File: config.mk
export PLATFORM = sky130hd
export DESIGN_NAME = instr_sequencer_flat
export DESIGN_NICKNAME = d
export VERILOG_FILES = /design/src/rtl/instr_seq_pkg.sv /design/src/rtl/instr_seq_if.sv /design/src/rtl/instr_sequencer.sv /design/src/flat_wrapper.sv
export SDC_FILE = /design/constraint.sdc
export NUM_CORES = 1
export LEC_CHECK = 0
export CORE_UTILIZATION = 25
export CTS_CLUSTER_SIZE = 20
export DETAILED_ROUTE_END_ITERATION = 16
export GPL_ROUTABILITY_DRIVEN = 0
export GPL_TIMING_DRIVEN = 0
export HOLD_SLACK_MARGIN = 0.15
export PLACE_DENSITY_LB_ADDON = 0.15
export SYNTH_ARGS = -nofsm -noshare
export SYNTH_HDL_FRONTEND = slang
export SYNTH_SLANG_ARGS = --single-unit
File: constraint.sdc
create_clock -name clk -period 1.4 [get_ports clk]
set_input_delay 0.14 -clock clk [delete_from_list [all_inputs] [get_ports clk]]
set_output_delay 0.14 -clock clk [all_outputs]
set_load 0.005 [all_outputs]
File: src/rtl/instr_seq_pkg.sv
// Shared definitions for the instruction sequencer and the accumulator datapath:
// state encoding, opcode constants, default widths and word-field helpers.
package instr_seq_pkg;

    localparam int DEF_ADDR_W = 4;
    localparam int DEF_DATA_W = 8;

    typedef enum logic [2:0] {
        IDLE  = 3'd0,
        FETCH = 3'd1,
        WAIT  = 3'd2,
        ISSUE = 3'd3,
        DONE  = 3'd4,
        HOLD  = 3'd5
    } state_t;

    localparam logic [1:0] OP_LOAD = 2'b00;
    localparam logic [1:0] OP_ADD  = 2'b01;
    localparam logic [1:0] OP_SUB  = 2'b10;
    localparam logic [1:0] OP_HALF = 2'b11;

    function automatic logic [1:0] get_opcode(input logic [7:0] word);
        return word[7:6];
    endfunction

    function automatic logic [5:0] get_operand(input logic [7:0] word);
        return word[5:0];
    endfunction

endpackage

File: src/rtl/instr_seq_if.sv
// Program-memory read port plus the instruction valid/ready channel toward the datapath.
// master = sequencer side, slave = memory/datapath side.
interface instr_seq_if
    import instr_seq_pkg::*;
#(
    parameter int ADDR_W = DEF_ADDR_W,
    parameter int DATA_W = DEF_DATA_W
);
    logic              mem_rd_en;
    logic [ADDR_W-1:0] mem_addr;
    logic [DATA_W-1:0] mem_rdata;
    logic [DATA_W-1:0] instr_out;
    logic              instr_valid;
    logic              instr_ready;

    modport master (
        output mem_rd_en, mem_addr, instr_out, instr_valid,
        input  mem_rdata, instr_ready
    );

    modport slave (
        input  mem_rd_en, mem_addr, instr_out, instr_valid,
        output mem_rdata, instr_ready
    );
endinterface

File: src/rtl/instr_sequencer.sv
// Fetches words start_addr..end_addr (wrapping) from program memory and issues them in order.
// Optional single-step HOLD state and step input when INSTR_SEQ_STEP_EN is defined.
module instr_sequencer
    import instr_seq_pkg::*;
#(
    parameter int ADDR_W = DEF_ADDR_W,
    parameter int DATA_W = DEF_DATA_W
) (
    input  logic              clk,
    input  logic              rst,
    input  logic              start,
    input  logic              abort,
    input  logic [ADDR_W-1:0] start_addr,
    input  logic [ADDR_W-1:0] end_addr,
`ifdef INSTR_SEQ_STEP_EN
    input  logic              step,
`endif
    instr_seq_if.master       bus,
    output logic              busy,
    output logic              done,
    output logic [ADDR_W:0]   issue_cnt
);

    localparam logic [ADDR_W-1:0] PC_ONE  = 1;
    localparam logic [ADDR_W:0]   CNT_ONE = 1;

    state_t            r_state;
    logic [ADDR_W-1:0] r_pc;
    logic [ADDR_W-1:0] r_end;
    logic [DATA_W-1:0] r_instr;
    logic [ADDR_W:0]   r_cnt;
    logic              r_rd_en;
    logic              r_valid;
    logic              r_busy;
    logic              r_done;

    // Outputs are registered alongside the state: each transition loads the flags of the state it enters.
    always_ff @(posedge clk or posedge rst) begin
        if (rst) begin
            r_state <= IDLE;
            r_pc    <= '0;
            r_end   <= '0;
            r_instr <= '0;
            r_cnt   <= '0;
            r_rd_en <= 1'b0;
            r_valid <= 1'b0;
            r_busy  <= 1'b0;
            r_done  <= 1'b0;
        end else begin
            r_rd_en <= 1'b0;
            r_valid <= 1'b0;
            r_done  <= 1'b0;
            r_busy  <= 1'b1;
            if (abort) begin
                r_state <= IDLE;
                r_busy  <= 1'b0;
            end else begin
                case (r_state)
                    IDLE: begin
                        if (start) begin
                            r_pc    <= start_addr;
                            r_end   <= end_addr;
                            r_cnt   <= '0;
                            r_state <= FETCH;
                            r_rd_en <= 1'b1;
                        end else begin
                            r_busy  <= 1'b0;
                        end
                    end
                    FETCH: r_state <= WAIT;
                    WAIT: begin
                        r_instr <= bus.mem_rdata;
`ifdef INSTR_SEQ_STEP_EN
                        r_state <= HOLD;
`else
                        r_state <= ISSUE;
                        r_valid <= 1'b1;
`endif
                    end
`ifdef INSTR_SEQ_STEP_EN
                    HOLD: begin
                        if (step) begin
                            r_state <= ISSUE;
                            r_valid <= 1'b1;
                        end
                    end
`endif
                    ISSUE: begin
                        if (bus.instr_ready) begin
                            r_cnt <= r_cnt + CNT_ONE;
                            if (r_pc == r_end) begin
                                r_state <= DONE;
                                r_done  <= 1'b1;
                            end else begin
                                r_pc    <= r_pc + PC_ONE;
                                r_state <= FETCH;
                                r_rd_en <= 1'b1;
                            end
                        end else begin
                            r_valid <= 1'b1;
                        end
                    end
                    DONE: begin
                        r_state <= IDLE;
                        r_busy  <= 1'b0;
                    end
                    default: begin
                        r_state <= IDLE;
                        r_busy  <= 1'b0;
                    end
                endcase
            end
        end
    end

    assign bus.mem_rd_en   = r_rd_en;
    assign bus.mem_addr    = r_pc;
    assign bus.instr_out   = r_instr;
    assign bus.instr_valid = r_valid;
    assign busy            = r_busy;
    assign done            = r_done;
    assign issue_cnt       = r_cnt;

endmodule

File: src/flat_wrapper.sv
// flat-port wrapper written by rule: the top's interface ports become plain ports
module instr_sequencer_flat import instr_seq_pkg::*;
#(
    parameter int ADDR_W = DEF_ADDR_W,
    parameter int DATA_W = DEF_DATA_W
)
  (clk, rst, start, abort, start_addr, end_addr, busy, done, issue_cnt, bus_mem_rd_en, bus_mem_addr, bus_instr_out, bus_instr_valid, bus_mem_rdata, bus_instr_ready);
  instr_seq_if #(.ADDR_W(ADDR_W), .DATA_W(DATA_W)) bus_i ();
  input  logic clk;
  input  logic rst;
  input  logic start;
  input  logic abort;
  input  logic [ADDR_W-1:0] start_addr;
  input  logic [ADDR_W-1:0] end_addr;
  output logic busy;
  output logic done;
  output logic [ADDR_W:0] issue_cnt;
  output wire logic [$bits(bus_i.mem_rd_en)-1:0] bus_mem_rd_en;
  output wire logic [$bits(bus_i.mem_addr)-1:0] bus_mem_addr;
  output wire logic [$bits(bus_i.instr_out)-1:0] bus_instr_out;
  output wire logic [$bits(bus_i.instr_valid)-1:0] bus_instr_valid;
  input wire logic [$bits(bus_i.mem_rdata)-1:0] bus_mem_rdata;
  input wire logic [$bits(bus_i.instr_ready)-1:0] bus_instr_ready;
  assign bus_mem_rd_en = bus_i.mem_rd_en;
  assign bus_mem_addr = bus_i.mem_addr;
  assign bus_instr_out = bus_i.instr_out;
  assign bus_instr_valid = bus_i.instr_valid;
  assign bus_i.mem_rdata = bus_mem_rdata;
  assign bus_i.instr_ready = bus_instr_ready;
  instr_sequencer #(.ADDR_W(ADDR_W), .DATA_W(DATA_W)) u_core (.clk(clk), .rst(rst), .start(start), .abort(abort), .start_addr(start_addr), .end_addr(end_addr), .bus(bus_i), .busy(busy), .done(done), .issue_cnt(issue_cnt));
endmodule
==> reports/metrics.csv <==
stage,metric,value,unit
sta,skew,0.00342,ns
outcome,status,"finished, violations left",
yosys,seq_area_frac_synth,53.3,%
finish,layout_commonest_cell,clkdlybuf4s50_1,
finish,instances_no_fill,251,
setup_path,crit_fanout,5,
yosys,ys_types,38,
setup_path,required,1.59,ns
floorplan,dieArea,0.00555,mm2
route,ant_nets,0,
sta,min_period_over_period,107,%
yosys,syn_area_per_cell,11.0,um2
setup_path,critPathLaunch,u_core.bus.mem_addr[0]$_DFFE_PP0P_,
power_and_ir_drop,total_leakage_power,0.960,nW
route,drtPass1Iterations,4,
placed_design,port_buffers,41,
global_route,grt_overflow_total,0,
global_route,grt_pass1_wl,5040,um
cts,cts_buffer_depth,2,
finish,fin_util,41.7,%
global_route,grt_pass1_vias,1021,
finish,final_area,0.00212,mm2
sta,hold_viol_final,0,
yosys,synth_area,0.00132,mm2
setup_path,start_kind,register,
yosys,ys_ff_latch,28,
worst_hold_path,min-delay-start,abort,
floorplan,fp-row-count,26,
sta,grt_setup_unrepaired,true,
sta,timing.hold.ws,0.200,ns
floorplan,io-pin-count,42,
route,wl_per_cell,13.0,um
power_and_ir_drop,peakVddDrop,0.605,mV
sta,maxSlewViolCount,0,
cts,clock_latency,0.27,ns
floorplan,start_util,25.9,%
setup_path,path_class,reg -> reg,
sta,fmax,664,MHz
global_route,antenna_found_initial,0,
cts,cts_tree,done,
outcome,violations,negative setup slack,
power_and_ir_drop,fin_total_pwr,2.80,mW
floorplan,core_region_area,0.00507,mm2
route,first_iter_violations,47,
route,remaining_drc_errors,0,
floorplan,die_y,74.5,um
finish,n_fill_cell,525,
finish,nets,205,
sta,worstMarginPinSlew,0.615,ns
sta,tns,-0.384,ns
cts,cts_max_level,1,
yosys,ys_warn_count,0,
finish,drive_above_1_share,28.2,%
finish,area_delta_synth_final,61.0,%
sta,timing.final.ws_setup,-0.105,ns
cts,cts-hold-fix-buffers,0,
setup_path,critPathCaptureType,register,
placed_design,place_hpwl,2220,um
route,drt-total-wl,3260,um
yosys,synth_nets,143,
route,vias,1107,
global_route,grt_max_degree,29,
sta,setup_viol,9,
floorplan,die_x,74.5,um
sta,period_needed,1.50,ns
placed_design,dp_worst_setup_slack,-0.363,ns
global_route,grt_usage,12.0,%
cts,cts_sinks,28,
cts,clkTransAtPathRegs,0.10,ns
setup_path,crit_arrival,1.70,ns
power_and_ir_drop,powerDensity,1320,mW/mm2
setup_path,regToRegStartpoint,u_core.bus.mem_addr[0]$_DFFE_PP0P_,
cts,root_buffer,clkbuf_8,
route,vias_per_cell,4.41,
placed_design,placed_area,0.00182,mm2
finish,n_antenna_cell,0,
finish,layout_common_cells,"clkdlybuf4s50_1 (36), dfrtp_1 (24), nand2_1 (17), buf_4 (13), nor2_1 (8)",
cts,cts_buffers,3,
worst_hold_path,hold_path_class,in -> reg,
placed_design,dp.cells,231,
sta,max_slew_margin,58.9,%
run,cap_violations,0,
yosys,netlist_instances,120,
-- sequential cells by signal, summed over array words and instances, names as in the netlist --
name                    count
u_core.busy                 1
u_core.bus.instr_out        8
u_core.issue_cnt            5
u_core.bus.mem_addr         4
u_core.done                 1
u_core.r_state              3
u_core.r_end                4
u_core.bus.mem_rd_en        1
u_core.bus.instr_valid      1
-- what timing repair did --
action / 4_1_cts / 5_1_grt
resized for setup: 5 / 22
buffers inserted: 12 / 5
endpoints found under the setup margin: 24 / 28
pin swaps: 8 / 4
-- metal layers --
metal,share of wire [%],GRT usage (%)
met5,0,0
met4,1.3,3.77
met3,3.0,1.76
met2,49,19.0
met1,47,16.9
-- worst paths after layout --
path                                                       end  slack (ns)  cells after the start
setup / recovery            u_core.bus.mem_addr[2]$_DFFE_PP0P_       -0.10                      4
setup reg to reg            u_core.bus.mem_addr[2]$_DFFE_PP0P_       -0.10                      4
hold / removal                           u_core.done$_DFF_PP0_        0.20                      2
max in group asynchronous   u_core.bus.mem_addr[2]$_DFFE_PP0P_        0.75                      2
hold reg to reg            u_core.bus.instr_out[5]$_DFFE_PP0P_        0.52                      1
min in group asynchronous      u_core.issue_cnt[1]$_DFFE_PP0P_        0.28                      2
-- cells by family after synthesis --
kind of cell	Yosys count	synth area share [%]
and+or+nand+nor	46	18.7
DFF	28	53.3
AOI/OAI and AO/OA	20	10.7
buffers and inverters	9	3.81
muxes	9	7.61
xor gates and xnor gates	6	4.00
adders and majority gates	2	1.90
-- power by group --
| part | internal (mW) | total (mW) | switching [mW] |
|---|---|---|---|
| combinational | 0.670 | 1.03 | 0.362 |
| sequential | 0.994 | 1.13 | 0.140 |
| clock | 0.383 | 0.639 | 0.256 |
| total | 2.05 | 2.80 | 0.758 |
-- critical path, stage by stage, from the launching register on --
cell      delay (ns)
dfrtp_2         0.47
xnor2_2         0.15
and4_4          0.21
or4_4           0.41
o211ai_1        0.18
-- area by class of cell --
class                      instances  area (um2)  share of cell area, %
buffer                             4        37.5                   1.77
tap                               70        87.6                   4.14
clock buffer                       3        41.3                   1.95
clock inverter                     1        30.0                   1.42
sequential                        28         706                   33.3
timing repair buffer              58         574                   27.1
inverter                           4        18.8                  0.887
multi-input combinational         83         622                   29.4
-- cells in the mapped netlist, drive strengths merged --
cell,instances,share of area (%)
a31oi,1,0.48
buf,3,2.1
or4,1,0.57
mux2,8,6.9
and3b,1,0.67
ha,2,1.9
o21bai,2,1.1
nand3,1,0.38
and3,3,1.6
o21ai,3,1.4
a21o,1,0.57
xor2,2,1.3
nand4b,1,0.67
dfrtp,28,53
o311ai,1,0.67
nor4,2,0.95
nor2,10,3.2
o211ai,3,1.7
mux2i,1,0.76
nand3b,1,0.57
xnor2,4,2.7
clkbuf,2,0.57
or2,1,0.48
o22a,2,1.3
nor3,4,1.5
a221oi,1,0.67
and4,1,0.86
a21oi,4,1.5
nor3b,1,1.4
inv,4,1.1
nand2,17,4.9
and2,1,0.48
o21a,2,1.1
nand4,1,0.48
Note: power is estimated with default switching activity, not from simulation.
